File: config.mk
export PLATFORM = sky130hd
export DESIGN_NAME = maxnet_host
export DESIGN_NICKNAME = d
export VERILOG_FILES = /design/src/rtl/maxnet_host_pkg.sv /design/src/rtl/maxnet_host_ctrl.sv /design/src/rtl/maxnet_host.sv
export SDC_FILE = /design/constraint.sdc
export NUM_CORES = 1
export LEC_CHECK = 0
export CELL_PAD_IN_SITES_DETAIL_PLACEMENT = 1
export CELL_PAD_IN_SITES_GLOBAL_PLACEMENT = 1
export CORE_MARGIN = 4
export CORE_UTILIZATION = 35
export CTS_CLUSTER_SIZE = 24
export DETAILED_ROUTE_END_ITERATION = 10
export PLACE_DENSITY_LB_ADDON = 0.3
export SLEW_MARGIN = 20
export SYNTH_ARGS = -nofsm -noshare
export SYNTH_HDL_FRONTEND = slang
export SYNTH_SLANG_ARGS = --single-unit
File: constraint.sdc
create_clock -name clk -period 3.36 [get_ports clk]
set_input_delay 0.336 -clock clk [delete_from_list [all_inputs] [get_ports clk]]
set_output_delay 0.336 -clock clk [all_outputs]
set_load 0.02 [all_outputs]
File: src/rtl/maxnet_host_pkg.sv
// Shared types and defaults for the Maxnet host initiator.
// Holds the FSM state encoding and the default N/W also used by the Maxnet datapath.
// Optional feature macro used by the host files: MAXNET_HOST_TIMEOUT_EN.

package maxnet_host_pkg;

    typedef enum logic [1:0] {
        ST_LOAD   = 2'd0,
        ST_START  = 2'd1,
        ST_WAIT   = 2'd2,
        ST_RESULT = 2'd3
    } state_t;

    localparam int unsigned MAXNET_N = 4;
    localparam int unsigned MAXNET_W = 8;

    // Index width for an N-entry memory; never narrower than one bit.
    function automatic int unsigned idx_width(input int unsigned n);
        return (n < 2) ? 1 : $clog2(n);
    endfunction

endpackage

File: src/rtl/maxnet_host_ctrl.sv
// Maxnet host control: run FSM, load counter and optional WAIT watchdog.
// Ports: clk/rst (async active-low), in_valid, mx_rise (completion edge),
//   res_ack in; in_ready, mx_start, res_valid, busy, accept, capture,
//   cnt out; timeout out only when MAXNET_HOST_TIMEOUT_EN is defined.

module maxnet_host_ctrl
    import maxnet_host_pkg::*;
#(
    parameter int unsigned N = MAXNET_N,
`ifdef MAXNET_HOST_TIMEOUT_EN
    parameter int unsigned TMO_CYCLES = 1024,
`endif
    localparam int unsigned IW = idx_width(N)
) (
    input  logic          clk,
    input  logic          rst,
    input  logic          in_valid,
    input  logic          mx_rise,
    input  logic          res_ack,
`ifdef MAXNET_HOST_TIMEOUT_EN
    output logic          timeout,
`endif
    output logic [IW-1:0] cnt,
    output logic          in_ready,
    output logic          mx_start,
    output logic          res_valid,
    output logic          busy,
    output logic          accept,
    output logic          capture
);

    state_t state;
    logic   expire;

    // in_ready is registered and only ever high in LOAD.
    assign accept  = in_valid & in_ready;
    // Edges seen outside WAIT (e.g. during START) are dropped here.
    assign capture = (state == ST_WAIT) & mx_rise;
    assign busy    = !((state == ST_LOAD) && (cnt == '0));

`ifdef MAXNET_HOST_TIMEOUT_EN
    localparam int unsigned TW = $clog2(TMO_CYCLES + 1);

    logic [TW-1:0] tmo_cnt;

    // A real completion in the last watchdog cycle wins over the timeout.
    assign expire  = (state == ST_WAIT) & ~mx_rise &
                     (tmo_cnt == TW'(TMO_CYCLES - 1));
    assign timeout = expire;
`else
    assign expire = 1'b0;
`endif

    always_ff @(posedge clk or negedge rst) begin
        if (!rst) begin
            state     <= ST_LOAD;
            cnt       <= '0;
            in_ready  <= 1'b1;
            mx_start  <= 1'b0;
            res_valid <= 1'b0;
`ifdef MAXNET_HOST_TIMEOUT_EN
            tmo_cnt   <= '0;
`endif
        end else begin
            mx_start <= 1'b0;
`ifdef MAXNET_HOST_TIMEOUT_EN
            // Held at zero outside WAIT, so it starts clean on entry.
            if (state == ST_WAIT) begin
                tmo_cnt <= tmo_cnt + 1'b1;
            end else begin
                tmo_cnt <= '0;
            end
`endif
            unique case (state)
                ST_LOAD: begin
                    if (accept) begin
                        if (cnt == IW'(N - 1)) begin
                            cnt      <= '0;
                            state    <= ST_START;
                            in_ready <= 1'b0;
                            mx_start <= 1'b1;
                        end else begin
                            cnt <= cnt + 1'b1;
                        end
                    end
                end
                ST_START: begin
                    state <= ST_WAIT;
                end
                ST_WAIT: begin
                    if (capture || expire) begin
                        state     <= ST_RESULT;
                        res_valid <= 1'b1;
                    end
                end
                ST_RESULT: begin
                    if (res_ack) begin
                        state     <= ST_LOAD;
                        res_valid <= 1'b0;
                        in_ready  <= 1'b1;
                    end
                end
                default: begin
                    state <= ST_LOAD;
                end
            endcase
        end
    end

endmodule

File: src/rtl/maxnet_host.sv
// Host-side initiator for the Maxnet engine: loads N words, pulses start,
// captures the winner on the rising edge of mx_ready and hands it upstream.
// Ports: clk/rst (async active-low); in_valid/in_data/in_ready upstream;
//   load_we/load_addr/load_data to the input memory; mx_start, mx_ready,
//   mx_win_idx, mx_win_val to Maxnet; res_valid/res_idx/res_val/res_err/
//   res_ack downstream; busy status.
// Optional watchdog: define MAXNET_HOST_TIMEOUT_EN (uses TMO_CYCLES).

module maxnet_host
    import maxnet_host_pkg::*;
#(
    parameter int unsigned N = MAXNET_N,
    parameter int unsigned W = MAXNET_W,
`ifdef MAXNET_HOST_TIMEOUT_EN
    parameter int unsigned TMO_CYCLES = 1024,
`endif
    localparam int unsigned IW = idx_width(N)
) (
    input  logic          clk,
    input  logic          rst,
    input  logic          in_valid,
    input  logic [W-1:0]  in_data,
    output logic          in_ready,
    output logic          load_we,
    output logic [IW-1:0] load_addr,
    output logic [W-1:0]  load_data,
    output logic          mx_start,
    input  logic          mx_ready,
    input  logic [IW-1:0] mx_win_idx,
    input  logic [W-1:0]  mx_win_val,
    output logic          res_valid,
    output logic [IW-1:0] res_idx,
    output logic [W-1:0]  res_val,
    output logic          res_err,
    input  logic          res_ack,
    output logic          busy
);

    logic          mx_ready_q;
    logic          mx_rise;
    logic          accept;
    logic          capture;
    logic [IW-1:0] cnt;

    // A level left high from the previous run never looks like an edge.
    assign mx_rise = mx_ready & ~mx_ready_q;

`ifdef MAXNET_HOST_TIMEOUT_EN
    logic timeout;
    logic err_q;

    assign res_err = err_q;
`else
    assign res_err = 1'b0;
`endif

    maxnet_host_ctrl #(
        .N          (N)
`ifdef MAXNET_HOST_TIMEOUT_EN
        ,
        .TMO_CYCLES (TMO_CYCLES)
`endif
    ) u_ctrl (
        .clk       (clk),
        .rst       (rst),
        .in_valid  (in_valid),
        .mx_rise   (mx_rise),
        .res_ack   (res_ack),
`ifdef MAXNET_HOST_TIMEOUT_EN
        .timeout   (timeout),
`endif
        .cnt       (cnt),
        .in_ready  (in_ready),
        .mx_start  (mx_start),
        .res_valid (res_valid),
        .busy      (busy),
        .accept    (accept),
        .capture   (capture)
    );

    // Accepted words are written one cycle later, so the final write
    // lands in the same cycle as mx_start.
    always_ff @(posedge clk or negedge rst) begin
        if (!rst) begin
            mx_ready_q <= 1'b0;
            load_we    <= 1'b0;
            load_addr  <= '0;
            load_data  <= '0;
            res_idx    <= '0;
            res_val    <= '0;
`ifdef MAXNET_HOST_TIMEOUT_EN
            err_q      <= 1'b0;
`endif
        end else begin
            mx_ready_q <= mx_ready;
            load_we    <= accept;
            if (accept) begin
                load_addr <= cnt;
                load_data <= in_data;
            end
            if (capture) begin
                res_idx <= mx_win_idx;
                res_val <= mx_win_val;
`ifdef MAXNET_HOST_TIMEOUT_EN
                err_q   <= 1'b0;
            end else if (timeout) begin
                res_idx <= '0;
                res_val <= '0;
                err_q   <= 1'b1;
`endif
            end
        end
    end

endmodule

Word level (Yosys, flattened, before mapping)
Cells that the tools add are included.

Flip-flop bits (word level): 29. Word-level logic and storage cells: 50.

Add/sub/neg operators: 1. Equality and inequality tests: 8. Muxes and demuxes: 16. Bitwise logic cells: 4. Reduce and logical (&&, ||, !) cells: 10.

Operators by type and width (count): $mux W2 (5); $mux W1 (8); $ne A2 B2 Y1 const B (4); $pmux W2 S4 (1); $reduce_and A4 Y1 (2); $eq A2 B2 Y1 const B (3); $logic_not A2 Y1 (2); $pmux W1 S2 (2); $reduce_bool A2 Y1 (2); $and A1 B1 Y1 (3); $reduce_and A3 Y1 (1); $add A2 B1 Y2 const B (1); $eq A2 B1 Y1 const B (1); $reduce_and A2 Y1 (1); $logic_and A1 B1 Y1 (1); $logic_not A1 Y1 (1); $not A1 Y1 (1).

Logic depth before layout (Yosys ltp)
Gate-level depths: netlist of the first run.

Depth in word-level cells: 5. Depth in mapped cells: 6. Mapped depth without buffers: 5.

Modules after synthesis
From an unflattened synthesis of the first run, not the netlist that was laid out.

Cell total of the unflattened synthesis: 92. Area total of the unflattened synthesis: 1386.3 um^2.

Modules (own cells, without submodules): maxnet_host (instances 1, cells each 47, area each 890.9 um^2, sequential area each 550.5 um^2); maxnet_host_ctrl (instances 1, cells each 45, area each 495.5 um^2, sequential area each 176.4 um^2).

Worst setup path before layout of the first run
No wires, ideal clock.

Kind: reg-to-reg. Start point: register u_ctrl.state[0]. End point: register u_ctrl.state[1]. Setup time: 0.125 ns. Data arrival time: 1.338 ns. Required time: 3.235 ns. Slack: 1.897 ns. Stages on the path, launching flop included: 5. Buffers on the path: 0. Cell sequence: dfrtp_1 inv_1 ha_1 a221o_1 mux2_4.

Longest elaborated chain between the ends: 4. Elaborated cells on any way between the ends: 11.

RTL lines: start: declaration (RTL line maxnet_host_ctrl.sv:32) `state_t state;`; start signal: assignment (RTL line maxnet_host_ctrl.sv:56) `state <= ST_LOAD;`; start signal: assignment (RTL line maxnet_host_ctrl.sv:79) `state <= ST_START;`; start signal: assignment (RTL line maxnet_host_ctrl.sv:88) `state <= ST_WAIT;`; $eq A2 B2 Y1 (RTL line maxnet_host_ctrl.sv:38, maxnet_host_ctrl.sv:74); $and A1 B1 Y1 (RTL line maxnet_host_ctrl.sv:38) `assign capture = (state == ST_WAIT) & mx_rise;`; $ne A2 B2 Y1 (no line); $reduce_and A4 Y1 (no line).

Parallel ways exist; a longest one is shown, timed or not. A chain may end at the register's enable or synchronous reset.

Worst setup path after layout of the first run
Start point: register u_ctrl.state[1]. End point: output busy.

Longest elaborated chain between the ends: 3.

RTL lines: $logic_not A2 Y1 (RTL line maxnet_host_ctrl.sv:39) `assign busy = !((state == ST_LOAD) && (cnt == '0));`; $logic_and A1 B1 Y1 (RTL line maxnet_host_ctrl.sv:39); $logic_not A1 Y1 (RTL line maxnet_host_ctrl.sv:39); end: declaration (RTL line maxnet_host.sv:36) `output logic busy`.

Every way passes these cells.

==> results.sh, run 1 <==
export IMPL_synth_common_cells="28 x dfrtp_1, 19 x mux2_2, 7 x ha_1"
export IMPL_die_w_um=67.43
export IMPL_syn_nets=121
export IMPL_antenna_cells=0
export IMPL_worst_setup_path_end_kind="primary output"
export IMPL_clock_root_buffer="clkbuf_4"
export IMPL_p_sw_uw=130.7
export IMPL_clkTransAtPathRegs_ns=0.09
export IMPL_grt_pass1_wl_mm=4.802
export IMPL_drc=0
export IMPL_drv_slew=0
export IMPL_async_flop_share_pct=100.0
export IMPL_ir_worst_vdd_mv=0.2105
export IMPL_die_h_um=67.43
export IMPL_grt_pass1_vias=987
export IMPL_cts_tree="yes"
export IMPL_hpwl_mm=2.370
export IMPL_power_density_nw_per_um2=335.0
export IMPL_p_total_uw=607.4
export IMPL_synth_top_cell_by_area="dfrtp_1"
export IMPL_internal_power_uw=476.7
export IMPL_grt_total_usage_pct=15.01
export IMPL_start_util_pct=36.76
export IMPL_synth_most_common_cell="dfrtp_1"
export IMPL_viasPerCell=4.684
export IMPL_syn2layout_area_growth_pct=46.66
export IMPL_final_cells=190
export IMPL_syn_avg_cell_area_um2=13.58
export IMPL_clock_path_buffers=2
export IMPL_critPathArrivalTime_ns=1.81
export IMPL_ios=49
export IMPL_worstSetupPathType="reg2out"
export IMPL_fin_util_pct=53.91
export IMPL_postRouteAntennaNets=0
export IMPL_drt_pre_antenna_iters=2
export IMPL_synthCells=91
export IMPL_ctsHoldBuffers=0
export IMPL_relSlewSlack_pct=61.48
export IMPL_worst_setup_path_start_kind="register"
export IMPL_yosysWarnings=0
export IMPL_crit_fanout=8
export IMPL_die_area_um2=4547
export IMPL_synthFlopType="dfrtp_1"
export IMPL_dp_cells=182
export IMPL_final_layout_size_suffix_gt1_share_pct=20.14
export IMPL_drt_iter0_markers=19
export IMPL_antenna_found_initial=0
export IMPL_core_area_um2=3363
export IMPL_rows=21
export IMPL_cts_inserted_buffers=5
export IMPL_postPlaceCellArea_um2=1754
export IMPL_swShare_pct=21.52
export IMPL_synth_edff_count=0
export IMPL_setup_viol=0
export IMPL_wl_mm=2.992
export IMPL_leakagePower_uw=0.0008839
export IMPL_rsz0062_at_grt="no"
export IMPL_final_hold_violation_count=0
export IMPL_netlist_area_um2=1236
export IMPL_tns_ns=0
export IMPL_worstPathRequired_ns=3.02
export IMPL_grt_max_degree=30
export IMPL_wire_per_inst_um=15.75
export IMPL_synth_seq_cells=29
export IMPL_synth_cell_types=25
export IMPL_p_seq_share_pct=57.6
export IMPL_fin_area_um2=1813
export IMPL_outcome="completed"
export IMPL_cts_sinks=29
export IMPL_share_comb_of_total_power_pct=6.1
export IMPL_clock_fmax_ghz=0.4657
export IMPL_max_slew_worst_pin_slew_ns=0.5760
export IMPL_synth_top_cell_area_share_pct=56.68
export IMPL_post_cts_setup_buffers=0
export IMPL_finalNetCount=173
export IMPL_grt_overflow_total=0
export IMPL_clk_latency_ns=0.33
export IMPL_ys_seq_area_share_pct=58.81
export IMPL_finalCritPeriodShare_pct=63.91
export IMPL_htreeDepth=2
export IMPL_vias=890
export IMPL_fin_skew_ns=0.001795
export IMPL_synth_area_leaders="dfrtp_1 57%, mux2_2 17%, ha_1 7.1%"
export IMPL_fin_crit_ns=2.147
export IMPL_hold_class="in2async"
export IMPL_gp_congestion=0.7044
export IMPL_maxCapViolations=0
export IMPL_port_buffers=47
export IMPL_cts_resized=0
export IMPL_power_frac_clock_pct=36.3
-- flip-flops by register name, summed over array words and instances, names as in the netlist --
register	flops
res_idx	2
u_ctrl.in_ready	1
u_ctrl.mx_start	1
u_ctrl.res_valid	1
u_ctrl.state	2
u_ctrl.cnt	2
load_addr	2
res_val	8
load_we	1
mx_ready_q	1
load_data	8
-- routing by layer --
layer / share of wire [%] / GRT usage [%] / vias to the layer above / routed length [um]
met3: 5.9 / 4.493 / 8 / 176
met2: 57 / 27.48 / 24 / 1696
li1: - / - / 414 / -
met4: 2.3 / 8.861 / 0 / 68
met5: 0 / 0 / - / 0
met1: 35 / 14.78 / 444 / 1050
-- layout by cell type, fill, tap and decap left out --
master / n
clkdlybuf4s50_1: 47
dfrtp_1: 28
mux2_2: 19
ha_1: 7
inv_1: 6
clkbuf_4: 5
nand2_1: 4
nand3_1: 3
a21oi_1: 3
nor2_1: 2
o21ai_0: 2
clkbuf_1: 2
and3_1: 1
nor3_1: 1
a21o_1: 1
nand3b_1: 1
nand2b_4: 1
nor2b_1: 1
a221o_1: 1
a2111oi_0: 1
nand2b_1: 1
a31oi_1: 1
a2bb2oi_1: 1
mux2_4: 1
conb_1: 1
clkbuf_8: 1
buf_4: 1
dfstp_2: 1
-- area by class of cell --
type                       count  area (um^2)
timing repair buffer          48        478.0
tap                           46        57.56
clock buffer                   8        58.81
inverter                       6        22.52
multi-input combinational     53        469.2
sequential                    29        726.9
fill                         362         1550
-- kinds of logic (layout without fill, tap and decap cells) --
group	Yosys count	count (layout)	synth area share [%]
other cells	1	1	0.3034
flops	29	29	58.81
mux	20	20	18.52
simple gates	15	15	6.680
compound gates	10	10	5.365
fa+ha+maj	7	7	7.085
buf+inv	9	62	3.239
-- power groups by stage --
stage	Combinational (uW)	Clock, uW	Sequential [uW]
after floorplan	3.54	0	357
after global placement	36.9	0	357
after detailed placement	38.4	0	356
after CTS	38.5	230	350
after global routing	40.8	248	350
final	37.2	221	350
-- worst max-delay path: stages, from the launching register on --
cell             delay, ns
dfrtp_1               0.42
inv_1                 0.08
ha_1                  0.28
nand2_1               0.10
clkdlybuf4s50_1       0.60
-- final timing paths --
check | depth (start not counted) | slack [ns] | startpoint | endpoint
min in group clk | 2 | 0.49 | load_addr[1] | load_addr[1]
max reg2reg | 4 | 1.60 | u_ctrl.state[0] | res_val[0]
max | 4 | 1.21 | u_ctrl.state[1] | busy
min reg2reg | 2 | 0.49 | load_addr[1] | load_addr[1]
min | 2 | 0.38 | rst | res_val[2]
max in group asynchronous | 2 | 2.67 | rst | u_ctrl.in_ready
-- stage by stage --
stage	worst slack [ns]	hold slack, ns
floorplan	1.897	0.04041
global placement	1.569	0.4672
detailed placement	1.457	0.4852
CTS	1.171	0.3859
global route	1.097	0.4095
finish	1.213	0.3794
Power figures use the tool's default switching activity.
==> inputs of run 2 (changes only) <==
--- a/config.mk
+++ b/config.mk
@@ -8,7 +8,7 @@
 export CELL_PAD_IN_SITES_DETAIL_PLACEMENT = 1
 export CELL_PAD_IN_SITES_GLOBAL_PLACEMENT = 1
 export CORE_MARGIN = 4
-export CORE_UTILIZATION = 35
+export CORE_UTILIZATION = 30
 export CTS_CLUSTER_SIZE = 24
 export DETAILED_ROUTE_END_ITERATION = 10
 export PLACE_DENSITY_LB_ADDON = 0.3
==> constraint.sdc (replaced) <==
create_clock -name clk -period 1.85 [get_ports clk]
set_input_delay 0.185 -clock clk [delete_from_list [all_inputs] [get_ports clk]]
set_output_delay 0.185 -clock clk [all_outputs]
set_load 0.02 [all_outputs]
==> run 2 against run 1 <==
- critical path depth stayed put
- cell area is 3.7% higher
- worst hold slack worse by 0.094 ns
- sequential power is 82% higher
- routed wire length is 6.1% lower
- worst setup slack worse by 1.1 ns
- count of clock-buffer cells in the layout is 1 lower
- sequential cell count stayed put
- sequential share of layout area is 1.4 points lower
- final cell count is 2.6% higher
- register-to-register slack worse by 1.3 ns
- highest routed layer unchanged
- clock skew is 0.0044 ns higher
- largest power group unchanged
==> results.sh, run 2 (same netlist as run 1, synthesis figures left out) <==
export IMPL_clock_root_buffer="clkbuf_8"
export IMPL_cts_tree="yes"
export IMPL_fin_skew_ns=0.006200
export IMPL_core_area_um2=4000
export IMPL_grt_pass1_wl_mm=4.698
export IMPL_antenna_cells=0
export IMPL_grt_pass1_vias=923
export IMPL_reg2reg_depth=4
export IMPL_tns_ns=0
export IMPL_wl_mm=2.809
export IMPL_dp_cells=187
export IMPL_finalCritPeriodShare_pct=93.13
export IMPL_die_h_um=72.19
export IMPL_ir_worst_vdd_mv=0.3774
export IMPL_final_layout_size_suffix_gt1_share_pct=22.07
export IMPL_die_area_um2=5211
export IMPL_grt_max_degree=20
export IMPL_critPathArrivalTime_ns=1.54
export IMPL_port_buffers=47
export IMPL_crit_end="busy"
export IMPL_relSlewSlack_pct=60.47
export IMPL_clkTransAtPathRegs_ns=0.06
export IMPL_hpwl_mm=2.228
export IMPL_ctsHoldBuffers=0
export IMPL_fin_crit_ns=1.723
export IMPL_grt_overflow_total=0
export IMPL_hold_class="in2async"
export IMPL_clk_latency_ns=0.28
export IMPL_pre_cts_slack_ns=0.1938
export IMPL_power_density_nw_per_um2=680.2
export IMPL_largestRegisters="load_data (8), res_val (8)"
export IMPL_max_slew_worst_pin_slew_ns=0.5911
export IMPL_outcome="completed"
export IMPL_drt_iter0_markers=22
export IMPL_syn2layout_area_growth_pct=52.02
export IMPL_drt_pre_antenna_iters=2
export IMPL_htreeDepth=2
export IMPL_die_w_um=72.19
export IMPL_ios=49
export IMPL_drv_slew=0
export IMPL_start_util_pct=30.90
export IMPL_cts_sinks=29
export IMPL_rsz0062_at_grt="no"
export IMPL_rr_startpoint="u_ctrl.state[1]"
export IMPL_cts_inserted_buffers=5
export IMPL_num_fill_cells=402
export IMPL_worstSetupPathType="reg2out"
export IMPL_rrSetupSlack_ns=0.26
export IMPL_finalNetCount=174
export IMPL_r2r_end="u_ctrl.state[1]"
export IMPL_setup_viol=0
export IMPL_drc=0
export IMPL_antenna_found_initial=0
export IMPL_post_cts_setup_buffers=0
export IMPL_clock_path_buffers=2
export IMPL_maxCapViolations=0
export IMPL_worst_setup_path_end_kind="primary output"
export IMPL_vias=872
export IMPL_worstPathRequired_ns=1.66
export IMPL_crit_fanout=8
export IMPL_final_common_cell="clkdlybuf4s50_1"
export IMPL_postRouteAntennaNets=0
export IMPL_wire_per_inst_um=14.41
export IMPL_leakagePower_uw=0.0009192
export IMPL_viasPerCell=4.472
export IMPL_gp_congestion=0.7268
export IMPL_fin_ws_ns=0.1271
export IMPL_worst_setup_path_start_kind="register"
export IMPL_final_hold_violation_count=0
export IMPL_worstSetupStartpoint="u_ctrl.state[0]"
export IMPL_final_cell_mix="46 x clkdlybuf4s50_1, 28 x dfrtp_1, 19 x mux2_2"
export IMPL_clock_fmax_ghz=0.5804
export IMPL_grt_total_usage_pct=12.04
export IMPL_rows=23
export IMPL_final_cells=195
run 2: changes by cell type in the layout (fill, tap and decap cells not counted):
cell and delta:
clkbuf_4 -5, clkbuf_1 -2, dlygate4sd2_1 +1, clkinv_2 +1, buf_12 +1, clkbuf_8 +6, clkdlybuf4s50_1 -1
run 2: worst min-delay path by stage:
| stage | endpoint | slack [ns] | depth (start not counted) |
|---|---|---|---|
| 2_1_floorplan | load_addr[0] | -0.11 | 0 |
| 3_3_place_gp | load_addr[1] | 0.47 | 2 |
| 3_5_place_dp | load_addr[1] | 0.47 | 2 |
| 4_1_cts | mx_ready_q | 0.29 | 1 |
| 5_1_grt | u_ctrl.cnt[1] | 0.31 | 1 |
| 6_report | u_ctrl.cnt[0] | 0.29 | 1 |
run 2: per-stage QoR:
step	instance area, um^2	power [uW]	utilization (%)	hold WS, ns
global route	1879	1352	46.98	0.3076
global placement	1779	717.6	44.48	0.4664
floorplan	1236	654.0	-	-0.1106
finish	1879	1278	46.98	0.2857
detailed placement	1779	719.0	44.48	0.4721
CTS	1879	1306	46.98	0.2860
run 2: timing repair:
action                                  4_1_cts  5_1_grt
resized for setup                             1        0
endpoints found under the hold margin         0        0
endpoints found under the setup margin        1        0
run 2: power by group:
| part | internal, uW | switching, uW | leakage, uW |
|---|---|---|---|
| combinational | 46.8 | 23.6 | 0.000466 |
| clock | 336 | 236 | 0.0000542 |
| sequential | 636 | 0.664 | 0.000399 |
run 2: final cells by class:
type                            instances  area, um^2  area share (%)
Clock buffer                            7       96.34           5.127
Clock inverter                          1       5.005          0.2663
Inverter                                6       22.52           1.198
Multi-Input combinational cell         53       469.2           24.97
Sequential cell                        29       726.9           38.68
Tap cell                               50       62.56           3.329
Timing Repair Buffer                   49       496.7           26.43
run 2: worst max-delay path: stages, from the launching register on:
cell	delay (ns)
dfrtp_1	0.40
inv_1	0.13
ha_1	0.32
nand2_1	0.09
dlygate4sd2_1	0.32
run 2: layer usage:
layer | part of all wire, % | vias to the layer above | wire length, um | track usage, %
met3 | 7.7 | 6 | 216 | 5.263
met5 | 0 | - | 0 | 0
met4 | 2.0 | 0 | 55 | 5.637
met2 | 48 | 29 | 1353 | 19.51
met1 | 42 | 422 | 1184 | 13.60
li1 | - | 415 | - | -
